## config.mk

```make
export PLATFORM = sky130hd
export DESIGN_NAME = mem_access_ctrl_flat
export DESIGN_NICKNAME = d
export VERILOG_FILES = /design/src/rtl/mem_access_ctrl_pkg.sv /design/src/rtl/mem_access_ctrl_if.sv /design/src/rtl/mem_access_ctrl.sv /design/src/flat_wrapper.sv
export SDC_FILE = /design/constraint.sdc
export NUM_CORES = 1
export LEC_CHECK = 0
export BUFFER_PORTS_ARGS = -buffer_cell sky130_fd_sc_hd__buf_2
export CORE_MARGIN = 2
export CORE_UTILIZATION = 46
export DETAILED_ROUTE_END_ITERATION = 8
export PLACE_DENSITY = 0.78
export SETUP_SLACK_MARGIN = 0.2
export SYNTH_ARGS = -nofsm -noshare
export SYNTH_HDL_FRONTEND = slang
export SYNTH_SLANG_ARGS = --single-unit
```

## constraint.sdc

```tcl
create_clock -name clk -period 2.25 [get_ports clk]
set_clock_uncertainty 0.05 [all_clocks]
set_input_delay 0 -clock clk [delete_from_list [all_inputs] [get_ports clk]]
set_output_delay 0 -clock clk [all_outputs]
set_load 0.05 [all_outputs]
```

## src/rtl/mem_access_ctrl_pkg.sv

```systemverilog
// rtl/mem_access_ctrl_pkg.sv - shared state encoding and UART address map for the memory access controller
// Purpose: access FSM states, default UART register addresses and a state-class helper.
// Ports:   none (package).
package mem_pkg;

  typedef enum logic [3:0] {
    IDLE,
    RAM_RD,
    RAM_WR_SETUP,
    RAM_WR_PULSE,
    RAM_WR_HOLD,
    UART_WAIT,
    UART_RD,
    UART_WR,
    DONE
  } state_t;

  localparam logic [15:0] UART_DATA_ADDR_DFLT = 16'hBF00;
  localparam logic [15:0] UART_STAT_ADDR_DFLT = 16'hBF01;

  // SRAM chip enable is held across the whole RAM transaction, setup and hold included.
  function automatic logic is_ram_state(input state_t s);
    return (s == RAM_RD) || (s == RAM_WR_SETUP) || (s == RAM_WR_PULSE) || (s == RAM_WR_HOLD);
  endfunction

endpackage

```

## src/rtl/mem_access_ctrl_if.sv

```systemverilog
// rtl/mem_access_ctrl_if.sv - EX/MEM request and response bus of the memory access controller
// Purpose: bundles the pipeline-side request/response handshake.
// Ports:   master = pipeline side (drives req_*), slave = controller (drives stall, resp_*).
interface mem_access_ctrl_if;

  logic        req_valid;
  logic        req_re;
  logic        req_we;
  logic [15:0] req_addr;
  logic [15:0] req_wdata;
  logic        stall;
  logic        resp_valid;
  logic [15:0] resp_rdata;

  modport master (
    output req_valid, req_re, req_we, req_addr, req_wdata,
    input  stall, resp_valid, resp_rdata
  );

  modport slave (
    input  req_valid, req_re, req_we, req_addr, req_wdata,
    output stall, resp_valid, resp_rdata
  );

endinterface

```

## src/rtl/mem_access_ctrl.sv

```systemverilog
// rtl/mem_access_ctrl.sv - memory stage responder for data SRAM and memory-mapped UART
// Purpose: accepts a load/store from EX/MEM, stalls the pipeline while it runs the
//          SRAM or UART access, then pulses resp_valid for one cycle with the load data.
// Ports:   clk, rst            - clock, synchronous active-high reset
//          bus (slave)         - req_valid/re/we/addr/wdata in; stall, resp_valid, resp_rdata out
//          ram_*               - SRAM address, write data, bus drive enable, strobes, read data
//          uart_*              - UART strobes, RX byte, RX-ready and TX-empty flags
module mem_access_ctrl
  import mem_pkg::*;
#(
  parameter int unsigned  WAIT_CYCLES    = 2,
  parameter logic [15:0]  UART_DATA_ADDR = UART_DATA_ADDR_DFLT,
  parameter logic [15:0]  UART_STAT_ADDR = UART_STAT_ADDR_DFLT
) (
  input  logic        clk,
  input  logic        rst,
  mem_access_ctrl_if.slave bus,
  output logic [15:0] ram_addr,
  output logic [15:0] ram_wdata,
  output logic        ram_data_oe,
  input  logic [15:0] ram_rdata,
  output logic        ram_en_n,
  output logic        ram_oe_n,
  output logic        ram_we_n,
  output logic        uart_rdn,
  output logic        uart_wrn,
  input  logic [7:0]  uart_rdata,
  input  logic        uart_data_ready,
  input  logic        uart_tbre,
  input  logic        uart_tsre
);

  // Counter counts down to zero; zero marks the last cycle of a timed state.
  localparam logic [2:0] WAIT_LAST = 3'(WAIT_CYCLES - 1);
  localparam logic [2:0] UART_LAST = 3'd1;

  state_t      state_q, state_d;
  logic [2:0]  cnt_q, cnt_d;
  logic [15:0] addr_q, addr_d;
  logic [15:0] wdata_q, wdata_d;
  logic [15:0] rdata_q, rdata_d;
  logic        accept;

  logic        en_n_q, oe_n_q, we_n_q, data_oe_q, rdn_q, wrn_q;

  always_comb begin
    state_d = state_q;
    cnt_d   = cnt_q;
    addr_d  = addr_q;
    wdata_d = wdata_q;
    rdata_d = rdata_q;
    accept  = 1'b0;

    case (state_q)
      IDLE: begin
        if (bus.req_valid && (bus.req_re || bus.req_we)) begin
          accept = 1'b1;
          addr_d = bus.req_addr;
          if (bus.req_addr == UART_DATA_ADDR) begin
            if (bus.req_we) begin
              // Only the low byte goes to the UART; upper lines are driven low.
              wdata_d = {8'h00, bus.req_wdata[7:0]};
              state_d = UART_WAIT;
            end else begin
              state_d = UART_RD;
              cnt_d   = UART_LAST;
            end
          end else if (bus.req_addr == UART_STAT_ADDR) begin
            // Status is a snapshot taken in the accept cycle; status writes are ignored.
            if (!bus.req_we) begin
              rdata_d = {14'b0, uart_data_ready, uart_tbre & uart_tsre};
            end
            state_d = DONE;
          end else if (bus.req_we) begin
            wdata_d = bus.req_wdata;
            state_d = RAM_WR_SETUP;
          end else begin
            state_d = RAM_RD;
            cnt_d   = WAIT_LAST;
          end
        end
      end
      RAM_RD: begin
        if (cnt_q == 3'd0) begin
          rdata_d = ram_rdata;
          state_d = DONE;
        end else begin
          cnt_d = cnt_q - 3'd1;
        end
      end
      RAM_WR_SETUP: begin
        state_d = RAM_WR_PULSE;
        cnt_d   = WAIT_LAST;
      end
      RAM_WR_PULSE: begin
        if (cnt_q == 3'd0) begin
          state_d = RAM_WR_HOLD;
        end else begin
          cnt_d = cnt_q - 3'd1;
        end
      end
      RAM_WR_HOLD: state_d = DONE;
      UART_WAIT: begin
        if (uart_tbre && uart_tsre) begin
          state_d = UART_WR;
          cnt_d   = UART_LAST;
        end
      end
      UART_RD: begin
        if (cnt_q == 3'd0) begin
          rdata_d = {8'h00, uart_rdata};
          state_d = DONE;
        end else begin
          cnt_d = cnt_q - 3'd1;
        end
      end
      UART_WR: begin
        if (cnt_q == 3'd0) begin
          state_d = DONE;
        end else begin
          cnt_d = cnt_q - 3'd1;
        end
      end
      // DONE never accepts: the request still held in EX/MEM must not retrigger.
      DONE:    state_d = IDLE;
      default: state_d = IDLE;
    endcase
  end

  always_ff @(posedge clk) begin
    if (rst) begin
      state_q   <= IDLE;
      cnt_q     <= 3'd0;
      addr_q    <= 16'h0000;
      wdata_q   <= 16'h0000;
      rdata_q   <= 16'h0000;
      en_n_q    <= 1'b1;
      oe_n_q    <= 1'b1;
      we_n_q    <= 1'b1;
      data_oe_q <= 1'b0;
      rdn_q     <= 1'b1;
      wrn_q     <= 1'b1;
    end else begin
      state_q   <= state_d;
      cnt_q     <= cnt_d;
      addr_q    <= addr_d;
      wdata_q   <= wdata_d;
      rdata_q   <= rdata_d;
      // Strobes are registered decodes of the state being entered, so they are
      // glitch-free and line up exactly with the registered state.
      en_n_q    <= !is_ram_state(state_d);
      oe_n_q    <= (state_d != RAM_RD);
      we_n_q    <= (state_d != RAM_WR_PULSE);
      data_oe_q <= (state_d == RAM_WR_SETUP) || (state_d == RAM_WR_PULSE) ||
                   (state_d == RAM_WR_HOLD)  || (state_d == UART_WR);
      rdn_q     <= (state_d != UART_RD);
      wrn_q     <= (state_d != UART_WR);
    end
  end

  // The accept term freezes the pipeline in the same cycle the request is seen.
  assign bus.stall      = accept || ((state_q != IDLE) && (state_q != DONE));
  assign bus.resp_valid = (state_q == DONE);
  assign bus.resp_rdata = rdata_q;

  assign ram_addr    = addr_q;
  assign ram_wdata   = wdata_q;
  assign ram_data_oe = data_oe_q;
  assign ram_en_n    = en_n_q;
  assign ram_oe_n    = oe_n_q;
  assign ram_we_n    = we_n_q;
  assign uart_rdn    = rdn_q;
  assign uart_wrn    = wrn_q;

endmodule

```

## src/flat_wrapper.sv

```systemverilog
// flat-port wrapper written by rule: the top's interface ports become plain ports
module mem_access_ctrl_flat import mem_pkg::*;
#(
  parameter int unsigned  WAIT_CYCLES    = 2,
  parameter logic [15:0]  UART_DATA_ADDR = UART_DATA_ADDR_DFLT,
  parameter logic [15:0]  UART_STAT_ADDR = UART_STAT_ADDR_DFLT
)
  (clk, rst, ram_addr, ram_wdata, ram_data_oe, ram_rdata, ram_en_n, ram_oe_n, ram_we_n, uart_rdn, uart_wrn, uart_rdata, uart_data_ready, uart_tbre, uart_tsre, bus_req_valid, bus_req_re, bus_req_we, bus_req_addr, bus_req_wdata, bus_stall, bus_resp_valid, bus_resp_rdata);
  mem_access_ctrl_if bus_i ();
  input  logic clk;
  input  logic rst;
  output logic [15:0] ram_addr;
  output logic [15:0] ram_wdata;
  output logic ram_data_oe;
  input  logic [15:0] ram_rdata;
  output logic ram_en_n;
  output logic ram_oe_n;
  output logic ram_we_n;
  output logic uart_rdn;
  output logic uart_wrn;
  input  logic [7:0] uart_rdata;
  input  logic uart_data_ready;
  input  logic uart_tbre;
  input  logic uart_tsre;
  input wire logic [$bits(bus_i.req_valid)-1:0] bus_req_valid;
  input wire logic [$bits(bus_i.req_re)-1:0] bus_req_re;
  input wire logic [$bits(bus_i.req_we)-1:0] bus_req_we;
  input wire logic [$bits(bus_i.req_addr)-1:0] bus_req_addr;
  input wire logic [$bits(bus_i.req_wdata)-1:0] bus_req_wdata;
  output wire logic [$bits(bus_i.stall)-1:0] bus_stall;
  output wire logic [$bits(bus_i.resp_valid)-1:0] bus_resp_valid;
  output wire logic [$bits(bus_i.resp_rdata)-1:0] bus_resp_rdata;
  assign bus_i.req_valid = bus_req_valid;
  assign bus_i.req_re = bus_req_re;
  assign bus_i.req_we = bus_req_we;
  assign bus_i.req_addr = bus_req_addr;
  assign bus_i.req_wdata = bus_req_wdata;
  assign bus_stall = bus_i.stall;
  assign bus_resp_valid = bus_i.resp_valid;
  assign bus_resp_rdata = bus_i.resp_rdata;
  mem_access_ctrl #(.WAIT_CYCLES(WAIT_CYCLES), .UART_DATA_ADDR(UART_DATA_ADDR), .UART_STAT_ADDR(UART_STAT_ADDR)) u_core (.clk(clk), .rst(rst), .bus(bus_i), .ram_addr(ram_addr), .ram_wdata(ram_wdata), .ram_data_oe(ram_data_oe), .ram_rdata(ram_rdata), .ram_en_n(ram_en_n), .ram_oe_n(ram_oe_n), .ram_we_n(ram_we_n), .uart_rdn(uart_rdn), .uart_wrn(uart_wrn), .uart_rdata(uart_rdata), .uart_data_ready(uart_data_ready), .uart_tbre(uart_tbre), .uart_tsre(uart_tsre));
endmodule
```

==> results.md, run 1 <==
- Post-DR wirelength/cell: 15.39 µm
- Worst-skew pair later-pin latency: 0.33 ns
- Buffer cell driving the clock tree root: sky130_fd_sc_hd__clkbuf_8
- Iteration count of the initial detailed-routing pass: 5
- CTS sink cnt: 61
- Worst-margin pin slew: 1.093 ns
- Relative max-transition margin: 27.11%
- IO buf count: 119
- Number of nets with antenna violations after detailed routing: 0
- Inserted Clock Buffers: 9
- Total standard cell area after synthesis: 2630 µm²
- DP HPWL: 4.932 mm
- Max-slew violation count: 0
- Synth Instances: 320
- Antenna violations before repair: 0
- Routability cong.: 0.8455
- Critical-path top delay cell: sky130_fd_sc_hd__or4_4
- Post-Syn Area per Cell: 8.219 µm²
- Data required time of the critical path: 2.42 ns
- Cell variety after synth: 48
- Crit path largest cell delay: 0.55 ns
- Number of synthesized flops with an enable pin: 0
- Critical path startpoint category: register
- Unrepaired setup endpoints after global routing: yes
- Synthesis-to-layout area growth: 57.85%
- Die area: 6339 µm²
- Routed vias/inst: 5.474
- Power Density: 735.6 nW/µm²
- Yosys synthesis warning count: 0
- Category of the most critical setup path: register to register
- WP data arrival: 2.19 ns
- Congestion Overflow GR: 0
- Maximum number of pins on one net before global-route repair: 60
- Longest Clk Path Bufs: 2
- Initial core utilization: 47.76%
- Count of inserted antenna diode cells: 0
- Period Utilization, post-route: 89.79%
- First-pass GRT wire length: 13.52 mm
- Maximum achievable frequency: 495.0 MHz
- Number of violations reported at the end of detailed-routing iteration 0: 229
- Worst vdd rail ir drop: 473.9 µV
- Via total after detailed routing: 3,131
- Clock-pin transition on the worst setup and hold timing paths: 0.07 ns
- Final count of negative-setup-slack endpoints: 0
- Async set or reset register ratio after synthesis: 0%
- Number of filler instances in the final layout: 402
- Total I/O pin count: 120
- Worst min-delay path class: input pin to register
- # rows: 27
- Final worst path period need: 2.020 ns
- Result of the run: completed
- Sequential fraction of the synthesis area: 46.43%
- Leak Pwr: 1.808 nW
- Total of flip-flops plus latches after synthesis: 61
- Sum of negative setup slack: 0 ns
- Net count of the finished layout: 561
- CTS tree: done
- Commonest non-fill, non-tap cells in the layout: sky130_fd_sc_hd__buf_2 (118), sky130_fd_sc_hd__nand2_1 (63), sky130_fd_sc_hd__dfxtp_1 (58)
- Cell breakdown of the critical path: or4_4 -> nor2_1 -> buf_4 -> a21oi_1 -> or3b_1
- Number of global-route vias before repair: 2,947
- Area inside the core boundary: 5507 µm²
- Commonest non-fill, non-tap cell in the layout: sky130_fd_sc_hd__buf_2
- Highest net fanout along the worst path: 19
- Die X: 79.62 µm
- H-tree Lvls: 3
- Total global-route track usage: 27.34%
- Max-cap check violation count: 0
- Nature of the critical path endpoint: register
- Share of final-layout standard cells stronger than drive strength 1: 34.40%
- Post-route worst hold slack: 0.04461 ns
- Leading register cell type out of synthesis: sky130_fd_sc_hd__dfxtp_1
- Net count of the mapped netlist: 386
- Die Ht: 79.62 µm
- Remaining routing DRC violations: 0
- Overall routed net length: 8.803 mm
- Hold violation total from the final report: 0
[power by group]
part           internal, mW  switching (mW)  total (mW)
Combinational         0.328           0.575       0.902
Clock                 0.539           0.414       0.953
Sequential             1.16          0.0406        1.20
Total                  2.02            1.03        3.05
[routing by layer]
metal | wire (µm) | track usage [%]
met1 | 3368 | 30.01
met2 | 4622 | 48.74
met3 | 480 | 6.448
met4 | 332 | 13.97
met5 | 0 | 0
[what timing repair did]
action,in CTS,in global routing
pin swaps,2,6
resized for setup,6,18
endpoints found under the setup margin,7,24
endpoints found under the hold margin,48,0
buffers inserted,1,0
hold buffers,53,0
[cells in the mapped netlist (all sizes together), types with 4 or more instances]
cell	count	area share, %
a21oi	40	7.6
a221oi	7	2.3
a22oi	9	2.6
buf	8	1.8
clkbuf	14	2.0
dfxtp	61	46
inv	5	0.71
nand2	63	9.0
nand2b	7	1.7
nand3	10	1.9
nor2	23	3.3
nor3	11	2.1
nor4	4	0.95
o21ai	7	1.5
[stage by stage]
stage	util, %	setup slack [ns]	std cells	instance area, µm²	total power [mW]
3_5_place_dp	60.30	0.06408	502	3321	1.986
6_report	75.39	0.2297	572	4151	3.054
4_1_cts	74.10	0.2036	572	4080	3.031
3_3_place_gp	60.30	0.1410	502	3321	1.970
5_1_grt	75.39	0.09866	572	4151	3.199
2_1_floorplan	-	0.2070	320	2630	1.766
[worst max-delay path: cells and delay by family (launching register included)]
family / cells / cell delay, ns
flops: 1 / 0.33
buf+inv: 1 / 0.27
simple gates: 3 / 1.12
compound gates: 1 / 0.13
[final timing paths]
| kind | start | endpoint | slack (ns) | depth (start not counted) |
|---|---|---|---|---|
| setup / recovery | u_core.state_q[2] | u_core.uart_wrn | 0.23 | 5 |
| hold / removal | uart_rdata[0] | u_core.bus.resp_rdata[0] | 0.04 | 3 |
| setup reg to reg | u_core.state_q[2] | u_core.uart_wrn | 0.23 | 5 |
| hold reg to reg | u_core.cnt_q[0] | u_core.cnt_q[0] | 0.38 | 1 |
[state kept, by name, indices dropped and copies added, names as in the netlist, 3 cells and up]
name	flops
u_core.ram_addr	16
u_core.cnt_q	3
u_core.state_q	4
u_core.bus.resp_rdata	16
u_core.ram_wdata	16
[kinds of logic (layout without fill, tap and decap cells)]
logic type	Yosys count	count (layout)	synth area share [%]
muxes	4	4	1.617
DFF	61	61	46.43
adders and majority gates	2	2	0.9513
AOI/OAI and AO/OA	80	80	19.12
buffers and inverters	27	207	4.472
and+or+nand+nor	146	146	27.40
[final cells by class]
cell class | instances | area (µm²) | area share (%)
sequential | 61 | 1225 | 29.51
tap | 72 | 90.09 | 2.170
clock inverter | 4 | 47.55 | 1.145
inverter | 5 | 18.77 | 0.4521
timing repair buffer | 186 | 1237 | 29.81
multi-input combinational | 232 | 1388 | 33.42
clock buffer | 12 | 145.1 | 3.496
(Power assumes the default switching activity.)
==> run 2, diff against run 1 <==
- CELL_PAD_IN_SITES_DETAIL_PLACEMENT: default -> 1
- CELL_PAD_IN_SITES_GLOBAL_PLACEMENT: default -> 2
- CORE_UTILIZATION: 46 -> 25
- SKIP_LAST_GASP: default -> 1
- SLEW_MARGIN: default -> 30
==> run 2 against run 1 <==
Effect of this change: sequential cell count unchanged; largest power group unchanged; maximum frequency increased by 0.34%; non-clock buffer count increased by 12; critical path depth increased by 4; cell area increased by 5.7%; cell count increased by 13%; largest cell class unchanged; highest routed layer unchanged; sequential share of layout area decreased by 1.6 points; core utilization decreased by 33 points; total power increased by 5.7%; die area increased by 79%; via count decreased by 0.32%; hold slack improved by 0.10 ns.
==> results.md, run 2 (synthesis gave the netlist of run 1 again) <==
- Result of the run: completed (unchanged)
- Leak Pwr: 1.882 nW (was 1.808 nW)
- First-pass GRT wire length: 15.81 mm (was 13.52 mm)
- Share of final-layout standard cells stronger than drive strength 1: 35.94% (was 34.40%)
- Maximum achievable frequency: 496.6 MHz (was 495.0 MHz)
- Hold violation total from the final report: 0 (unchanged)
- Final count of negative-setup-slack endpoints: 0 (unchanged)
- Net count of the finished layout: 573 (was 561)
- Overall routed net length: 9.939 mm (was 8.803 mm)
- Die area: 11,360 µm² (was 6339 µm²)
- Total I/O pin count: 120 (unchanged)
- R2R setup slack: 0.24 ns (was 0.23 ns)
- Final worst path period need: 2.014 ns (was 2.020 ns)
- WP data arrival: 2.19 ns (about the same)
- Post-route worst hold slack: 0.1462 ns (was 0.04461 ns)
- Clock-pin transition on the worst setup and hold timing paths: 0.07 ns (about the same)
- Die Ht: 106.6 µm (was 79.62 µm)
- Routability cong.: 0.7494 (was 0.8455)
- Number of nets with antenna violations after detailed routing: 0 (unchanged)
- Max-cap check violation count: 0 (unchanged)
- Count of inserted antenna diode cells: 0 (unchanged)
- Unrepaired setup endpoints after global routing: yes (unchanged)
- Relative max-transition margin: 41.37% (was 27.11%)
- Worst-skew pair later-pin latency: 0.34 ns (was 0.33 ns)
- Iteration count of the initial detailed-routing pass: 4 (was 5)
- Category of the most critical setup path: register to register (unchanged)
- Commonest non-fill, non-tap cells in the layout: sky130_fd_sc_hd__buf_2 (118), sky130_fd_sc_hd__nand2_1 (63), sky130_fd_sc_hd__dfxtp_1 (58) (unchanged)
- Total global-route track usage: 17.75% (was 27.34%)
- Longest Clk Path Bufs: 2 (unchanged)
- H-tree Lvls: 3 (unchanged)
- Congestion Overflow GR: 0 (unchanged)
- Inserted Clock Buffers: 9 (unchanged)
- IO buf count: 119 (unchanged)
- Via total after detailed routing: 3,121 (was 3,131)
- Number of global-route vias before repair: 3,206 (was 2,947)
- Post-DR wirelength/cell: 15.34 µm (was 15.39 µm)
- Power Density: 735.9 nW/µm² (was 735.6 nW/µm²)
- Initial core utilization: 25.59% (was 47.76%)
- Highest net fanout along the worst path: 4 (was 19)
- CTS sink cnt: 61 (unchanged)
- Worst vdd rail ir drop: 254.4 µV (was 473.9 µV)
- DP HPWL: 6.274 mm (was 4.932 mm)
- Buffer cell driving the clock tree root: sky130_fd_sc_hd__clkbuf_8 (unchanged)
- Number of violations reported at the end of detailed-routing iteration 0: 113 (was 229)
- Sum of negative setup slack: 0 ns (unchanged)
- Synthesis-to-layout area growth: 66.79% (was 57.85%)
- Commonest non-fill, non-tap cell in the layout: sky130_fd_sc_hd__buf_2 (unchanged)
- Critical path startpoint category: register (unchanged)
- Maximum number of pins on one net before global-route repair: 44 (was 60)
- Routed vias/inst: 4.816 (was 5.474)
- Area inside the core boundary: 10,280 µm² (was 5507 µm²)
- Worst-margin pin slew: 0.8794 ns (was 1.093 ns)
- CTS tree: done (unchanged)
- Max-slew violation count: 0 (unchanged)
- Antenna violations before repair: 0 (unchanged)
- Nature of the critical path endpoint: register (unchanged)
- Worst min-delay path class: input pin to register (unchanged)
- # rows: 37 (was 27)
- Remaining routing DRC violations: 0 (unchanged)
- Die X: 106.6 µm (was 79.62 µm)
- Period Utilization, post-route: 89.49% (was 89.79%)
- Data required time of the critical path: 2.43 ns (was 2.42 ns)
## run 2: cell count changes in the layout (fill, tap and decap cells not counted), sizes merged
| cell | delta |
|---|---|
| dlygate4sd3 | +4 |
| clkinv | -1 |
| buf | +8 |
| clkbuf | +1 |
## run 2: timing repair
item | CTS | global route
endpoints found under the hold margin | 49 | 0
resized for setup | 14 | 16
endpoints found under the setup margin | 8 | 23
setup buffers | 5 | 2
pin swaps | 6 | 9
hold buffers | 57 | 0
## run 2: layout make-up
cell class              instances  area, µm²
fillers                      1280       5891
repair buffers                198       1361
well taps                     136      170.2
clock buffers                  13      168.9
flip-flops and latches         61       1225
multi-input cells             232       1400
clock inverters                 3      42.54
inverters                       5      18.77
## run 2: layer usage
| metal | global-route usage (%) | part of all wire, % | vias up |
|---|---|---|---|
| met5 | 0 | 0 | - |
| met4 | 8.442 | 2.0 | 0 |
| met3 | 3.801 | 3.4 | 14 |
| met2 | 30.30 | 52 | 75 |
| met1 | 21.10 | 43 | 1511 |
| li1 | - | - | 1521 |
## run 2: worst paths after layout
path                   startpoint               to  cells past startpoint
setup / recovery  u_core.cnt_q[0]  u_core.ram_we_n                      9
hold reg to reg   u_core.cnt_q[0]  u_core.cnt_q[0]                      1
setup reg to reg  u_core.cnt_q[0]  u_core.ram_we_n                      9
hold / removal         bus_req_we  u_core.uart_rdn                      4
## run 2: stage by stage
step | instance area [µm²] | cells | utilization, % | total power [mW] | setup slack, ns
floorplan | 2630 | 320 | - | 1.766 | 0.2070
global placement | 3428 | 568 | 33.36 | 2.003 | 0.09233
detailed placement | 3428 | 568 | 33.36 | 2.015 | 0.03435
CTS | 4303 | 646 | 41.87 | 3.205 | 0.2085
global route | 4387 | 648 | 42.68 | 3.389 | 0.1185
finish | 4387 | 648 | 42.68 | 3.228 | 0.2365
## run 2: worst max-delay path, stage by stage, from the launching register on
cell                       delay [ns]
sky130_fd_sc_hd__dfxtp_2         0.34
sky130_fd_sc_hd__inv_2           0.05
sky130_fd_sc_hd__ha_4            0.16
sky130_fd_sc_hd__ha_4            0.18
sky130_fd_sc_hd__buf_6           0.11
sky130_fd_sc_hd__nor4bb_1        0.11
sky130_fd_sc_hd__a32oi_1         0.18
sky130_fd_sc_hd__a21boi_2        0.23
sky130_fd_sc_hd__o211ai_1        0.12
sky130_fd_sc_hd__or3b_1          0.37
## run 2: where the power goes
group	switching, mW	internal [mW]
logic	0.594	0.372
registers	0.0443	1.16
clock network	0.458	0.601
